### src/rtl/pic_pkg.sv
// Shared state encoding, opcode constant and level/one-hot helpers for the PIC sequencer.
// PIC_POLL_MODE_EN adds the POLL state.
package pic_pkg;

  localparam int unsigned MAX_IRQ     = 16;
  localparam logic [7:0]  CALL_OPCODE = 8'hCD;

  typedef enum logic [2:0] {
    IDLE,
    ACK1,
    ACK2,
    ACK3
`ifdef PIC_POLL_MODE_EN
    , POLL
`endif
  } pic_state_e;

  // Helpers work at the widest legal N_IRQ; callers size-cast to their own width.
  function automatic logic [MAX_IRQ-1:0] num2onehot(input logic [3:0] num);
    num2onehot      = '0;
    num2onehot[num] = 1'b1;
  endfunction

  function automatic logic [3:0] onehot2num(input logic [MAX_IRQ-1:0] vec);
    onehot2num = '0;
    for (int unsigned i = 0; i < MAX_IRQ; i++) begin
      if (vec[i]) onehot2num = 4'(i);
    end
  endfunction

endpackage

### src/rtl/pic_ack_sequencer_if.sv
// CPU-side bus of the PIC sequencer: INTA handshake, interrupt line, data and cascade buses.
interface pic_ack_sequencer_if #(
  parameter int unsigned CAS_W = 3
);
  logic             inta_n;
  logic             int_o;
  logic [7:0]       data_out;
  logic             data_oe;
  logic [CAS_W-1:0] cascade_in;
  logic [CAS_W-1:0] cascade_out;
  logic             cascade_oe;

  modport master (
    input  inta_n, cascade_in,
    output int_o, data_out, data_oe, cascade_out, cascade_oe
  );

  modport slave (
    output inta_n, cascade_in,
    input  int_o, data_out, data_oe, cascade_out, cascade_oe
  );
endinterface

### src/rtl/pic_vector_gen.sv
// Combinational byte generator for the acknowledge states (and poll read with PIC_POLL_MODE_EN).
module pic_vector_gen
  import pic_pkg::*;
#(
  parameter  int unsigned N_IRQ = 8,
  localparam int unsigned LVL_W = $clog2(N_IRQ)
) (
  input  pic_state_e       state,
  input  logic             mode_8086,
  input  logic             adi,
  input  logic [15:0]      base_addr,
  input  logic [LVL_W-1:0] lvl,
`ifdef PIC_POLL_MODE_EN
  input  logic             poll_rd,
  input  logic             poll_valid,
`endif
  output logic [7:0]       vec_byte,
  output logic             vec_drive
);

  logic [15:0] call_addr;

  // 8080 CALL target wraps at 16 bits; interval is 4 or 8 bytes per level.
  assign call_addr = base_addr + (16'(lvl) << (adi ? 4'd2 : 4'd3));

  always_comb begin
    vec_byte  = '0;
    vec_drive = 1'b0;
    case (state)
      ACK1: begin
        if (!mode_8086) begin
          vec_byte  = CALL_OPCODE;
          vec_drive = 1'b1;
        end
      end
      ACK2: begin
        vec_drive = 1'b1;
        vec_byte  = mode_8086 ? {base_addr[7:LVL_W], lvl} : call_addr[7:0];
      end
      ACK3: begin
        if (!mode_8086) begin
          vec_byte  = call_addr[15:8];
          vec_drive = 1'b1;
        end
      end
`ifdef PIC_POLL_MODE_EN
      POLL: begin
        if (poll_rd) begin
          vec_byte  = {poll_valid, {(7-LVL_W){1'b0}}, lvl};
          vec_drive = 1'b1;
        end
      end
`endif
      default: ;
    endcase
  end

endmodule

### src/rtl/pic_ack_sequencer.sv
// INTA pulse sequencer (8080/8086), vector/cascade driver and ISR/IRR/EOI strobe generator.
// Optional feature macro: PIC_POLL_MODE_EN (adds poll_cmd port and POLL state).
module pic_ack_sequencer
  import pic_pkg::*;
#(
  parameter  int unsigned N_IRQ = 8,
  parameter  int unsigned CAS_W = 3,
  localparam int unsigned LVL_W = $clog2(N_IRQ)
) (
  input  logic               clk,
  input  logic               reset_n,
  pic_ack_sequencer_if.master bus,
  input  logic               sp_en_n,
  input  logic               mode_8086,
  input  logic               aeoi,
  input  logic               auto_rotate,
  input  logic               adi,
  input  logic               sngl,
  input  logic [N_IRQ-1:0]   cascade_cfg,
  input  logic [15:0]        base_addr,
  input  logic               irq_valid,
  input  logic [LVL_W-1:0]   irq_level,
  input  logic [N_IRQ-1:0]   isr_top,
  input  logic               eoi_cmd,
  input  logic               eoi_specific,
  input  logic [LVL_W-1:0]   eoi_level,
`ifdef PIC_POLL_MODE_EN
  input  logic               poll_cmd,
`endif
  output logic               freeze,
  output logic [N_IRQ-1:0]   latch_isr,
  output logic [N_IRQ-1:0]   clear_irr,
  output logic [N_IRQ-1:0]   eoi,
  output logic [LVL_W-1:0]   prio_rotate
);

  pic_state_e       state_q, state_d;
  logic             inta_s_q, inta_d_q;
  logic [LVL_W-1:0] lvl_q, lvl_d, rot_q, rot_d;
  logic             spur_q, spur_d, mcas_q, mcas_d, int_q, int_d;
  logic [N_IRQ-1:0] latch_q, latch_d, eoi_q, eoi_d;
  logic [7:0]       data_q, data_d;
  logic             oe_q, oe_d;
  logic             fall, rise, done, bus_ok, in_ack;
  logic [7:0]       vec_byte;
  logic             vec_drive;
`ifdef PIC_POLL_MODE_EN
  logic             poll_rd_q, poll_rd_d, poll_v_q, poll_v_d;
`endif

  assign fall   = inta_d_q & ~inta_s_q;
  assign rise   = ~inta_d_q & inta_s_q;
  assign in_ack = (state_q == ACK1) || (state_q == ACK2) || (state_q == ACK3);

  always_comb begin
    state_d = state_q;
    lvl_d   = lvl_q;
    spur_d  = spur_q;
    mcas_d  = mcas_q;
    latch_d = '0;
    done    = 1'b0;
`ifdef PIC_POLL_MODE_EN
    poll_rd_d = poll_rd_q;
    poll_v_d  = poll_v_q;
`endif
    case (state_q)
      IDLE: begin
        if (fall) begin
          state_d = ACK1;
          // No request at acknowledge time: answer as the lowest level, nothing to latch.
          if (irq_valid) begin
            lvl_d   = irq_level;
            spur_d  = 1'b0;
            latch_d = N_IRQ'(num2onehot(4'(irq_level)));
          end else begin
            lvl_d  = LVL_W'(N_IRQ - 1);
            spur_d = 1'b1;
          end
          mcas_d = sp_en_n & ~sngl & cascade_cfg[lvl_d];
        end
`ifdef PIC_POLL_MODE_EN
        else if (poll_cmd) begin
          state_d   = POLL;
          poll_rd_d = 1'b0;
        end
`endif
      end
      ACK1: if (fall) state_d = ACK2;
      ACK2: begin
        if (mode_8086) begin
          if (rise) begin
            state_d = IDLE;
            done    = 1'b1;
          end
        end else if (fall) begin
          state_d = ACK3;
        end
      end
      ACK3: begin
        if (rise) begin
          state_d = IDLE;
          done    = 1'b1;
        end
      end
`ifdef PIC_POLL_MODE_EN
      POLL: begin
        if (!poll_rd_q && fall) begin
          poll_rd_d = 1'b1;
          poll_v_d  = irq_valid;
          lvl_d     = irq_level;
          if (irq_valid) latch_d = N_IRQ'(num2onehot(4'(irq_level)));
        end else if (poll_rd_q && rise) begin
          state_d   = IDLE;
          poll_rd_d = 1'b0;
        end
      end
`endif
      default: state_d = IDLE;
    endcase
  end

  // Command EOI and AEOI may land in the same cycle; AEOI owns the rotate value then.
  always_comb begin
    eoi_d = '0;
    rot_d = rot_q;
    if (eoi_cmd) begin
      if (eoi_specific) begin
        eoi_d = N_IRQ'(num2onehot(4'(eoi_level)));
      end else if (|isr_top) begin
        eoi_d = isr_top;
        if (auto_rotate) rot_d = LVL_W'(onehot2num(16'(isr_top)));
      end
    end
    if (done && aeoi && !spur_q) begin
      eoi_d = eoi_d | N_IRQ'(num2onehot(4'(lvl_q)));
      if (auto_rotate) rot_d = lvl_q;
    end
  end

  always_comb begin
    if (done)                 int_d = 1'b0;
    else if (state_d == IDLE) int_d = irq_valid;
    else                      int_d = int_q;
  end

  pic_vector_gen #(
    .N_IRQ(N_IRQ)
  ) u_vector_gen (
    .state     (state_q),
    .mode_8086 (mode_8086),
    .adi       (adi),
    .base_addr (base_addr),
    .lvl       (lvl_q),
`ifdef PIC_POLL_MODE_EN
    .poll_rd   (poll_rd_q),
    .poll_valid(poll_v_q),
`endif
    .vec_byte  (vec_byte),
    .vec_drive (vec_drive)
  );

  // A cascading master leaves the data bus to the slave; a slave drives only when addressed.
  always_comb begin
    bus_ok = sp_en_n ? ~mcas_q : (sngl | (bus.cascade_in == cascade_cfg[CAS_W-1:0]));
    data_d = vec_byte;
    oe_d   = vec_drive & ~inta_s_q & bus_ok;
  end

  always_ff @(posedge clk or negedge reset_n) begin
    if (!reset_n) begin
      state_q  <= IDLE;
      inta_s_q <= 1'b1;
      inta_d_q <= 1'b1;
      lvl_q    <= '0;
      rot_q    <= LVL_W'(N_IRQ - 1);
      spur_q   <= 1'b0;
      mcas_q   <= 1'b0;
      int_q    <= 1'b0;
      latch_q  <= '0;
      eoi_q    <= '0;
      data_q   <= '0;
      oe_q     <= 1'b0;
`ifdef PIC_POLL_MODE_EN
      poll_rd_q <= 1'b0;
      poll_v_q  <= 1'b0;
`endif
    end else begin
      state_q  <= state_d;
      inta_s_q <= bus.inta_n;
      inta_d_q <= inta_s_q;
      lvl_q    <= lvl_d;
      rot_q    <= rot_d;
      spur_q   <= spur_d;
      mcas_q   <= mcas_d;
      int_q    <= int_d;
      latch_q  <= latch_d;
      eoi_q    <= eoi_d;
      data_q   <= data_d;
      oe_q     <= oe_d;
`ifdef PIC_POLL_MODE_EN
      poll_rd_q <= poll_rd_d;
      poll_v_q  <= poll_v_d;
`endif
    end
  end

  assign freeze          = (state_q != IDLE);
  assign latch_isr       = latch_q;
  assign clear_irr       = latch_q;
  assign eoi             = eoi_q;
  assign prio_rotate     = rot_q;
  assign bus.int_o       = int_q;
  assign bus.data_out    = data_q;
  assign bus.data_oe     = oe_q;
  assign bus.cascade_oe  = mcas_q & in_ack;
  assign bus.cascade_out = (mcas_q & in_ack) ? CAS_W'(lvl_q) : '0;

endmodule

### src/flat_wrapper.sv
// flat-port wrapper written by rule: the top's interface ports become plain ports
module pic_ack_sequencer_flat import pic_pkg::*;
#(
  parameter  int unsigned N_IRQ = 8,
  parameter  int unsigned CAS_W = 3,
  localparam int unsigned LVL_W = $clog2(N_IRQ)
)
  (clk, reset_n, sp_en_n, mode_8086, aeoi, auto_rotate, adi, sngl, cascade_cfg, base_addr, irq_valid, irq_level, isr_top, eoi_cmd, eoi_specific, eoi_level, freeze, latch_isr, clear_irr, eoi, prio_rotate, bus_inta_n, bus_cascade_in, bus_int_o, bus_data_out, bus_data_oe, bus_cascade_out, bus_cascade_oe);
  pic_ack_sequencer_if #(.CAS_W(CAS_W)) bus_i ();
  input  logic clk;
  input  logic reset_n;
  input  logic sp_en_n;
  input  logic mode_8086;
  input  logic aeoi;
  input  logic auto_rotate;
  input  logic adi;
  input  logic sngl;
  input  logic [N_IRQ-1:0] cascade_cfg;
  input  logic [15:0] base_addr;
  input  logic irq_valid;
  input  logic [LVL_W-1:0] irq_level;
  input  logic [N_IRQ-1:0] isr_top;
  input  logic eoi_cmd;
  input  logic eoi_specific;
  input  logic [LVL_W-1:0] eoi_level;
  output logic freeze;
  output logic [N_IRQ-1:0] latch_isr;
  output logic [N_IRQ-1:0] clear_irr;
  output logic [N_IRQ-1:0] eoi;
  output logic [LVL_W-1:0] prio_rotate;
  input wire logic [$bits(bus_i.inta_n)-1:0] bus_inta_n;
  input wire logic [$bits(bus_i.cascade_in)-1:0] bus_cascade_in;
  output wire logic [$bits(bus_i.int_o)-1:0] bus_int_o;
  output wire logic [$bits(bus_i.data_out)-1:0] bus_data_out;
  output wire logic [$bits(bus_i.data_oe)-1:0] bus_data_oe;
  output wire logic [$bits(bus_i.cascade_out)-1:0] bus_cascade_out;
  output wire logic [$bits(bus_i.cascade_oe)-1:0] bus_cascade_oe;
  assign bus_i.inta_n = bus_inta_n;
  assign bus_i.cascade_in = bus_cascade_in;
  assign bus_int_o = bus_i.int_o;
  assign bus_data_out = bus_i.data_out;
  assign bus_data_oe = bus_i.data_oe;
  assign bus_cascade_out = bus_i.cascade_out;
  assign bus_cascade_oe = bus_i.cascade_oe;
  pic_ack_sequencer #(.N_IRQ(N_IRQ), .CAS_W(CAS_W)) u_core (.clk(clk), .reset_n(reset_n), .bus(bus_i), .sp_en_n(sp_en_n), .mode_8086(mode_8086), .aeoi(aeoi), .auto_rotate(auto_rotate), .adi(adi), .sngl(sngl), .cascade_cfg(cascade_cfg), .base_addr(base_addr), .irq_valid(irq_valid), .irq_level(irq_level), .isr_top(isr_top), .eoi_cmd(eoi_cmd), .eoi_specific(eoi_specific), .eoi_level(eoi_level), .freeze(freeze), .latch_isr(latch_isr), .clear_irr(clear_irr), .eoi(eoi), .prio_rotate(prio_rotate));
endmodule
### config.mk
export PLATFORM = sky130hd
export DESIGN_NAME = pic_ack_sequencer_flat
export DESIGN_NICKNAME = d
export VERILOG_FILES = /design/src/rtl/pic_pkg.sv /design/src/rtl/pic_ack_sequencer_if.sv /design/src/rtl/pic_vector_gen.sv /design/src/rtl/pic_ack_sequencer.sv /design/src/flat_wrapper.sv
export SDC_FILE = /design/constraint.sdc
export NUM_CORES = 1
export LEC_CHECK = 0
export CORE_ASPECT_RATIO = 1.25
export CORE_MARGIN = 1
export CORE_UTILIZATION = 44
export CTS_CLUSTER_DIAMETER = 60
export DETAILED_ROUTE_END_ITERATION = 16
export PLACE_DENSITY_LB_ADDON = 0.08
export SYNTH_ARGS = -nofsm -noshare
export SYNTH_HDL_FRONTEND = slang
export SYNTH_SLANG_ARGS = --single-unit
export TNS_END_PERCENT = 20
### constraint.sdc
create_clock -name clk -period 2.6 [get_ports clk]
set_input_delay 0.39 -clock clk [delete_from_list [all_inputs] [get_ports clk]]
set_output_delay 0.39 -clock clk [all_outputs]
set_load 0.01 [all_outputs]
==> Word level (Yosys, flattened, before mapping) <==
Index checks and enable logic that the tools add are counted.
{ "totals": {"reg_bits": 39, "inputBits": 53, "output_inout_bits": 42, "wordCells": 105} }
{ "classes": {"add_sub_neg": 1, "order_cmp": 7, "eq_ne": 4, "n_shift": 1, "mux": 52, "bitwise_logic": 13, "reduce_logical": 15} }
{ "op_table": {"columns": ["op", "n"], "rows": [
  ["$mux 8", 10],
  ["$mux 3", 19],
  ["$pmux 8 s3", 1],
  ["$add 16x16->16", 1],
  ["$shl 3x4->16", 1],
  ["$lt 3x5->1 const B", 3],
  ["$mux 1", 13],
  ["$pmux 3 s4", 1],
  ["$demux 1 s3", 3],
  ["$ge 3x1->1 const B", 3],
  ["$or 8x8->8", 1],
  ["$reduce_or 8->1", 1],
  ["$and 1x1->1", 7],
  ["$eq 3x2->1 const B", 2],
  ["$logic_not 3->1", 2],
  ["$logic_and 1x1->1", 5],
  ["$lt 3x4->1 const B", 1],
  ["$mux 2", 2],
  ["$not 1->1", 4],
  ["$pmux 1 s2", 2],
  ["$bmux 1 s3", 1],
  ["$eq 3x1->1 const B", 1],
  ["$eq 3x3->1", 1],
  ["$reduce_bool 3->1", 1],
  ["other kinds (6)", 7]
]} }

==> Depth between registers and ports, before layout <==
Gate-level depths: netlist (run 1).
{ "logic_depth": {"ltp_word": 13, "mapped_depth": 9} }

==> Cells and area by module <==
From an unflattened synthesis (run 1), not the netlist that was laid out.
{ "hier_totals": {"hier_cells": 268, "hier_area_um2": 2461.1} }
{ "modules_own_cells": {"columns": ["module", "instances", "cells_per_inst", "area_per_inst_um2", "seq_area_each_um2"], "rows": [
  ["pic_ack_sequencer", 1, 180, 1820.5, 982.2],
  ["pic_vector_gen", 1, 88, 640.6, 0.0]
]} }

==> Least setup slack after synthesis (run 1) <==
No wires, ideal clock.
{ "synth_path": {"kind": "reg-to-reg", "start": "register u_core.lvl_q[0]", "end": "register u_core.data_q[6], in the netlist u_core.bus.data_out[6]", "arrival_ns": 2.097, "required_ns": 2.517, "setup_slack_ns": 0.420, "path_stages_with_launch": 10, "path_buffers": 1, "synth_period_minus_slack_ns": 2.180, "cell_sequence": "dfrtp_1 -> clkbuf_1 -> and2_1 -> ha_1 -> fa_1 -> a21o_1 -> a21oi_1 -> a2111oi_0 -> a221o_1 -> o22ai_1"} }
{ "synth_via": {"elab_chain_cells": 4} }
{ "synth_lines": {"columns": ["item", "line_no", "text"], "rows": [
  ["from (decl)", "pic_ack_sequencer.sv:39", "logic [LVL_W-1:0] lvl_q, lvl_d, rot_q, rot_d;"],
  ["from (signal assigned)", "pic_ack_sequencer.sv:191", "lvl_q <= lvl_d;"],
  ["$shl 3x4->16 *", "pic_vector_gen.sv:24", "assign call_addr = base_addr + (16'(lvl) << (adi ? 4'd2 : 4'd3));"],
  ["$add 16x16->16 *", "pic_vector_gen.sv:24", null],
  ["$mux 8, on equally long branches", "pic_vector_gen.sv:41, pic_vector_gen.sv:38", null],
  ["$pmux 8 s3 *", "pic_vector_gen.sv:29", "case (state)"],
  ["net u_core.data_d[6]", "pic_ack_sequencer.sv:42", "logic [7:0] data_q, data_d;"],
  ["to (signal assigned)", "pic_ack_sequencer.sv:198", "data_q <= data_d;"],
  ["to (decl)", "pic_ack_sequencer.sv:42", null]
]} }
The timed path passes the listed nets; every way through them passes the cells marked *.
A chain may end at the register's enable or synchronous reset.

==> Worst setup path in the final report (run 1) <==
{ "layout_path": {"start": "input port adi", "end": "register u_core.data_q[6], in the netlist u_core.bus.data_out[6]"} }
{ "layout_via": {"elab_chain_cells": 5} }
{ "layout_lines": {"columns": ["item", "line_no", "text"], "rows": [
  ["from (decl)", "flat_wrapper.sv:16", "input logic adi;"],
  ["$mux 1 *", "pic_vector_gen.sv:24", null],
  ["$shl 3x4->16 *", "pic_vector_gen.sv:24", null],
  ["$add 16x16->16 *", "pic_vector_gen.sv:24", null],
  ["$mux 8, on equally long branches", "pic_vector_gen.sv:41, pic_vector_gen.sv:38", null],
  ["$pmux 8 s3 *", "pic_vector_gen.sv:29", null],
  ["net u_core.data_d[6]", "pic_ack_sequencer.sv:42", null]
]} }
Marked as above.

==> results of run 1 <==
==> kinds of logic (layout without fill, tap and decap cells) <==
logic type,Yosys count,in the layout
adders and majority gates,5,5
AOI/OAI and AO/OA,69,69
other,1,1
xor gates and xnor gates,13,13
DFF,39,39
buffers and inverters,31,121
muxes,11,11
and+or+nand+nor,96,96
==> layout by cell type, fill, tap and decap left out, types with 5 or more instances in the layout <==
cell type | netlist | final
buf_4 | 9 | 11
nor2b_1 | 11 | 11
nor2_1 | 17 | 17
clkbuf_8 | 0 | 5
clkdlybuf4s50_1 | 0 | 93
a21oi_1 | 12 | 12
xnor2_1 | 9 | 9
nor3_1 | 5 | 5
inv_1 | 8 | 8
o21ai_0 | 18 | 18
nand2b_1 | 8 | 8
dfrtp_1 | 34 | 34
o22ai_1 | 11 | 11
dfstp_2 | 5 | 5
nand2_1 | 26 | 26
==> power by group <==
part / leakage, uW / internal (uW) / switching (uW) / total (uW)
logic: 0.000871 / 269 / 232 / 501
clock network: 0.0000395 / 191 / 202 / 393
registers: 0.000507 / 654 / 30.0 / 684
==> layout make-up <==
class | count | area, sq um
Tap cell | 64 | 80.1
Clock buffer | 8 | 80.1
Inverter | 8 | 30.0
Timing Repair Buffer | 105 | 1020
Fill cell | 485 | 1910
Multi-Input combinational cell | 195 | 1340
Sequential cell | 39 | 982
==> flip-flops by register name (all words and copies together), names as in the netlist <==
register	cells
u_core.bus.data_out	8
u_core.clear_irr	8
u_core.eoi	8
u_core.lvl_q	3
u_core.prio_rotate	3
u_core.state_q	3
u_core.bus.data_oe	1
u_core.bus.int_o	1
u_core.inta_d_q	1
u_core.inta_s_q	1
u_core.mcas_q	1
u_core.spur_q	1
==> synthesized netlist by cell type (3+ instances only) <==
cell type / number
xnor2_1: 9
buf_2: 6
a211oi_1: 3
mux2i_1: 3
buf_1: 3
o32ai_1: 3
and2_1: 4
xor2_1: 4
dfstp_2: 5
dfrtp_1: 34
nand2_1: 26
ha_1: 4
inv_1: 8
clkbuf_1: 5
nand2b_1: 8
mux2_2: 4
nor3b_1: 3
a31oi_1: 4
o21ai_0: 18
mux2_4: 4
nand3_1: 4
nor2b_1: 11
nor2_1: 17
buf_4: 9
nor3_1: 5
o22ai_1: 11
a21oi_1: 12
==> worst max path at each step <==
stage               cells past startpoint                     end       startpoint  slack [ns]
detailed placement                      8  u_core.bus.data_out[6]              adi       -0.14
global placement                        8  u_core.bus.data_out[6]              adi       -0.08
CTS                                     8  u_core.bus.data_out[6]              adi        0.15
floorplan                               9  u_core.bus.data_out[6]  u_core.lvl_q[0]        0.42
global route                            8  u_core.bus.data_out[6]              adi       0.005
finish                                  8  u_core.bus.data_out[6]              adi        0.14
==> metrics by stage <==
| step | std cells | power (uW) |
|---|---|---|
| final | 419 | 1580 |
| after global routing | 419 | 1670 |
| after CTS | 419 | 1590 |
| after detailed placement | 411 | 1200 |
| after global placement | 411 | 1190 |
| after floorplan | 265 | 954 |
==> metal layers <==
metal	track usage	share of wire	up-vias
li1	-	-	1120
met1	0.246	0.41	1058
met2	0.379	0.52	76
met3	0.0470	0.049	12
met4	0.0761	0.020	0
met5	0	0	-
==> impl_metrics.json, run 1 <==
{
  "worst_clock_skew_ns": 0.00856,
  "clk_pin_slew_ns": 0.07,
  "critical-path-slowest-cell": "clkdlybuf4s50_1",
  "hp-class": "input port to asynchronous set/reset pin",
  "grt_max_degree": 40,
  "max_cap_viol_count": 0,
  "clk_latency_ns": 0.29,
  "synth-edff-count": 0,
  "holdBufCountCts": 0,
  "finalHoldViolations": 0,
  "ys_types": 57,
  "r2r_slack_ns": 0.40,
  "fp.dieW_um": 69.1,
  "cts_tree": "yes",
  "rsz0062_at_grt": "false",
  "yosysSeqAreaShare": 0.396,
  "setup_slack_ns": 0.136,
  "timing_worst_setup_path_type": "input port to register",
  "final.setup.tns_ns": 0,
  "synth_mux_area_frac": 0.0545,
  "synth-adder-area-share": 0.0283,
  "track_usage": 0.211,
  "synthToLayoutAreaGrowth_pct": 42.4,
  "fmax_mhz": 406,
  "dpl.hpwl_um": 4690,
  "drive_gt1_frac": 0.107,
  "crit_required_ns": 2.79,
  "critPathTopFamily": "compound AO/OA/AOI/OAI gates",
  "dieArea_sq_mm": 0.00594,
  "synth_cells": 265,
  "grt_pass1_vias": 2162,
  "cts-htree-levels": 2,
  "fin_util": 0.648,
  "status": "finished clean",
  "synthTopCellsByArea": "dfrtp_1 34%, dfstp_2 5.3%, nand2_1 3.9%, o21ai_0 3.6%, xnor2_1 3.2%",
  "syn-cell-area_sq_mm": 0.00248,
  "worstPathMaxFanout": 4,
  "io_pins": 95,
  "routabilityCongestion": 0.860,
  "placed_area_sq_mm": 0.00345,
  "synth_compound_area_frac": 0.195,
  "cts_max_path_buffers": 2,
  "rows": 30,
  "p_per_area_mw_per_mm2": 447,
  "holdWs_ns": 0.215,
  "yosys.area_share.simple": 0.215,
  "setup_viol": 0,
  "reg2reg_from": "u_core.lvl_q[0]",
  "synth_top_area_cell": "dfrtp_1",
  "syn_avg_cell_area_sq_um": 9.35,
  "synth_top_cell_area_share": 0.343,
  "synth_xor_area_frac": 0.0460,
  "wl_per_cell_um": 14.4,
  "cts_setup_buffers": 0,
  "wirelength_um": 6010,
  "startpoint_type": "input port",
  "worstMarginPinSlew_ns": 0.864,
  "cts_resized": 0,
  "crit_buf_inv": 1,
  "drt_iter0_drc": 152,
  "cts_root_buffer": "clkbuf_8",
  "endpoint_kind": "register",
  "yosys_warnings": 0,
  "async_reset_ff_frac": 1.00,
  "vias": 2266,
  "fin_area_sq_mm": 0.00353,
  "grt_pass1_wl_um": 9940,
  "worstPathCellList": "clkdlybuf4s50_1 -> mux2_2 -> fa_1 -> a21o_1 -> a21oi_1 -> a2111oi_0 -> a221o_1 -> o22ai_1",
  "firstDrtPassIters": 4,
  "synth_top_family_by_area": "simple AND/OR/NAND/NOR gates",
  "synth-seq-cells": 39,
  "numClockSinks": 39,
  "fp.dieH_um": 85.9,
  "nNetsFinal": 412,
  "min_period_over_period": 0.948,
  "pre_cts_ws_ns": -0.141,
  "critPathArrivalTime_ns": 2.66,
  "irDropWorstVdd_v": 0.000189,
  "overflow": 0,
  "cp_slowest_stage_delay_ns": 0.53,
  "period_needed_ns": 2.46,
  "ys.flop_type": "dfrtp_1",
  "syn-num-nets": 323,
  "drtAntennaViolNets": 0,
  "rr_endpoint": "u_core.bus.data_out[6]",
  "maxSlewViolCount": 0,
  "viasPerCell": 5.41,
  "drt_drc_violations_left": 0,
  "power_leakage_uw": 0.00142,
  "cts_buffers": 5,
  "reg2regPathDepth": 8,
  "slew_headroom": 0.424,
  "core_region_area_sq_mm": 0.00544,
  "antenna_found_initial": 0,
  "numPortBuffers": 94,
  "diodes": 0,
  "initial_core_util": 0.455
}
Power figures use the tool's default switching activity.
==> run 2, diff against run 1 <==
--- a/config.mk
+++ b/config.mk
@@ -6,7 +6,6 @@
 export NUM_CORES = 1
 export LEC_CHECK = 0
 export CORE_ASPECT_RATIO = 1.25
-export CORE_MARGIN = 1
 export CORE_UTILIZATION = 44
 export CTS_CLUSTER_DIAMETER = 60
 export DETAILED_ROUTE_END_ITERATION = 16
==> constraint.sdc (replaced) <==
create_clock -name clk -period 2.8 [get_ports clk]
set_input_delay 0.42 -clock clk [delete_from_list [all_inputs] [get_ports clk]]
set_output_delay 0.42 -clock clk [all_outputs]
set_load 0.01 [all_outputs]
==> run 2 against run 1 <==
  * Utilization fell by 0.39 points
  * Routed wire length rose by 1.1%
  * Sequential power fell by 6.7%
  * Sequential cell count did not move
  * Clock skew fell by 0.0033 ns
  * Cell count fell by 0.72%
  * Setup slack improved by 0.12 ns
  * Register-to-register slack improved by 0.20 ns
  * Global-route usage rose by 0.43 points
  * Sequential share of layout area rose by 0.17 points
  * Design area fell by 0.60%
==> impl_metrics.json, run 2 (synthesized netlist as in run 1, its figures left out) <==
{
  "max_cap_viol_count": 0,
  "fp.dieH_um": 85.9,
  "grt_pass1_vias": 2205,
  "synthToLayoutAreaGrowth_pct": 41.6,
  "final.setup.tns_ns": 0,
  "cts_max_path_buffers": 2,
  "fin_area_sq_mm": 0.00351,
  "irDropWorstVdd_v": 0.000188,
  "min_period_over_period": 0.907,
  "holdBufCountCts": 0,
  "slew_headroom": 0.431,
  "worst_clock_skew_ns": 0.00525,
  "cts_tree": "yes",
  "wirelength_um": 6080,
  "numClockSinks": 39,
  "endpoint_kind": "output pin",
  "firstDrtPassIters": 4,
  "fmax_mhz": 394,
  "crit_required_ns": 2.38,
  "status": "finished clean",
  "drt_iter0_drc": 127,
  "clk_latency_ns": 0.29,
  "cts_setup_buffers": 0,
  "antenna_found_initial": 0,
  "cts_buffers": 5,
  "timing_worst_setup_path_type": "register to output pin",
  "startpoint_type": "register",
  "p_per_area_mw_per_mm2": 416,
  "worstPathMaxFanout": 10,
  "cts-htree-levels": 2,
  "wl_per_cell_um": 14.6,
  "cts_root_buffer": "clkbuf_8",
  "grt_max_degree": 40,
  "critPathArrivalTime_ns": 2.12,
  "initial_core_util": 0.455,
  "mostFrequentLayoutCells": "93 x clkdlybuf4s50_1, 34 x dfrtp_1, 26 x nand2_1, 18 x o21ai_0, 17 x nor2_1",
  "fin_util": 0.644,
  "hp-class": "input port to asynchronous set/reset pin",
  "setup_viol": 0,
  "placed_area_sq_mm": 0.00343,
  "vias": 2274,
  "clk_pin_slew_ns": 0.08,
  "overflow": 0,
  "diodes": 0,
  "fp.dieW_um": 69.1,
  "routabilityCongestion": 0.855,
  "mostFrequentLayoutCell": "clkdlybuf4s50_1",
  "viasPerCell": 5.47,
  "power_leakage_uw": 0.00141,
  "rows": 30,
  "nNetsFinal": 409,
  "finalHoldViolations": 0,
  "worstMarginPinSlew_ns": 0.854,
  "drtAntennaViolNets": 0,
  "drive_gt1_frac": 0.102,
  "fin_cells": 416,
  "dieArea_sq_mm": 0.00594,
  "cts_resized": 0,
  "track_usage": 0.215,
  "period_needed_ns": 2.54,
  "dpl.hpwl_um": 4720,
  "maxSlewViolCount": 0,
  "core_region_area_sq_mm": 0.00544,
  "rsz0062_at_grt": "false",
  "drt_drc_violations_left": 0,
  "io_pins": 95,
  "dp_cells": 408,
  "numPortBuffers": 94,
  "grt_pass1_wl_um": 10200
}
[run 2: per-stage QoR]
step	hold WS [ns]	power (uW)	setup slack, ns
floorplan	0.124	886	0.620
global placement	0.401	1090	0.0680
detailed placement	0.405	1100	0.0233
CTS	0.273	1470	0.247
global route	0.326	1550	0.0813
finish	0.240	1460	0.260
[run 2: layout make-up]
class                   count  area [sq um]
fillers                   486          1940
multi-input cells         195          1340
repair buffers            102           996
flip-flops and latches     39           982
well taps                  64          80.1
clock buffers               7          76.3
inverters                   8          30.0
clock inverters             1          5.00
[run 2: worst max-delay path, cell delays in order, from the launching register on]
cell and delay, ns:
dfrtp_1 0.55, nor2_1 0.11, nor3b_1 0.43, and2_1 0.21, clkdlybuf4s50_1 0.54
[run 2: path summary, 6_finish.rpt]
check / cells after the start / from / end / slack [ns]
worst max-delay path: 4 / u_core.state_q[0] / bus_cascade_out[2] / 0.26
worst min-delay path: 1 / reset_n / u_core.clear_irr[1] / 0.24
worst max register to register: 8 / u_core.lvl_q[0] / u_core.bus.data_out[6] / 0.60
worst min register to register: 0 / u_core.inta_s_q / u_core.inta_d_q / 0.41
max in group asynchronous: 1 / reset_n / u_core.bus.data_oe / 2.03
min in group clk: 0 / u_core.inta_s_q / u_core.inta_d_q / 0.41
[run 2: metal layers]
| metal | vias to the layer above | track usage | share of wire |
|---|---|---|---|
| met4 | 0 | 0.113 | 0.032 |
| met2 | 68 | 0.385 | 0.52 |
| met3 | 18 | 0.0400 | 0.048 |
| met5 | - | 0 | 0 |
| li1 | 1113 | - | - |
| met1 | 1075 | 0.243 | 0.40 |
[run 2: power by group]
part / internal (uW) / switching, uW
sequential: 607 / 30.5
combinational: 241 / 211
clock: 175 / 194
==> run 3, diff against run 2 <==
--- a/config.mk
+++ b/config.mk
@@ -10,6 +10,7 @@
 export CTS_CLUSTER_DIAMETER = 60
 export DETAILED_ROUTE_END_ITERATION = 16
 export PLACE_DENSITY_LB_ADDON = 0.08
+export SKIP_LAST_GASP = 1
 export SYNTH_ARGS = -nofsm -noshare
 export SYNTH_HDL_FRONTEND = slang
 export SYNTH_SLANG_ARGS = --single-unit
==> results of run 3 <==
No change in the layout: final DEF, timing and power equal those of run 2.
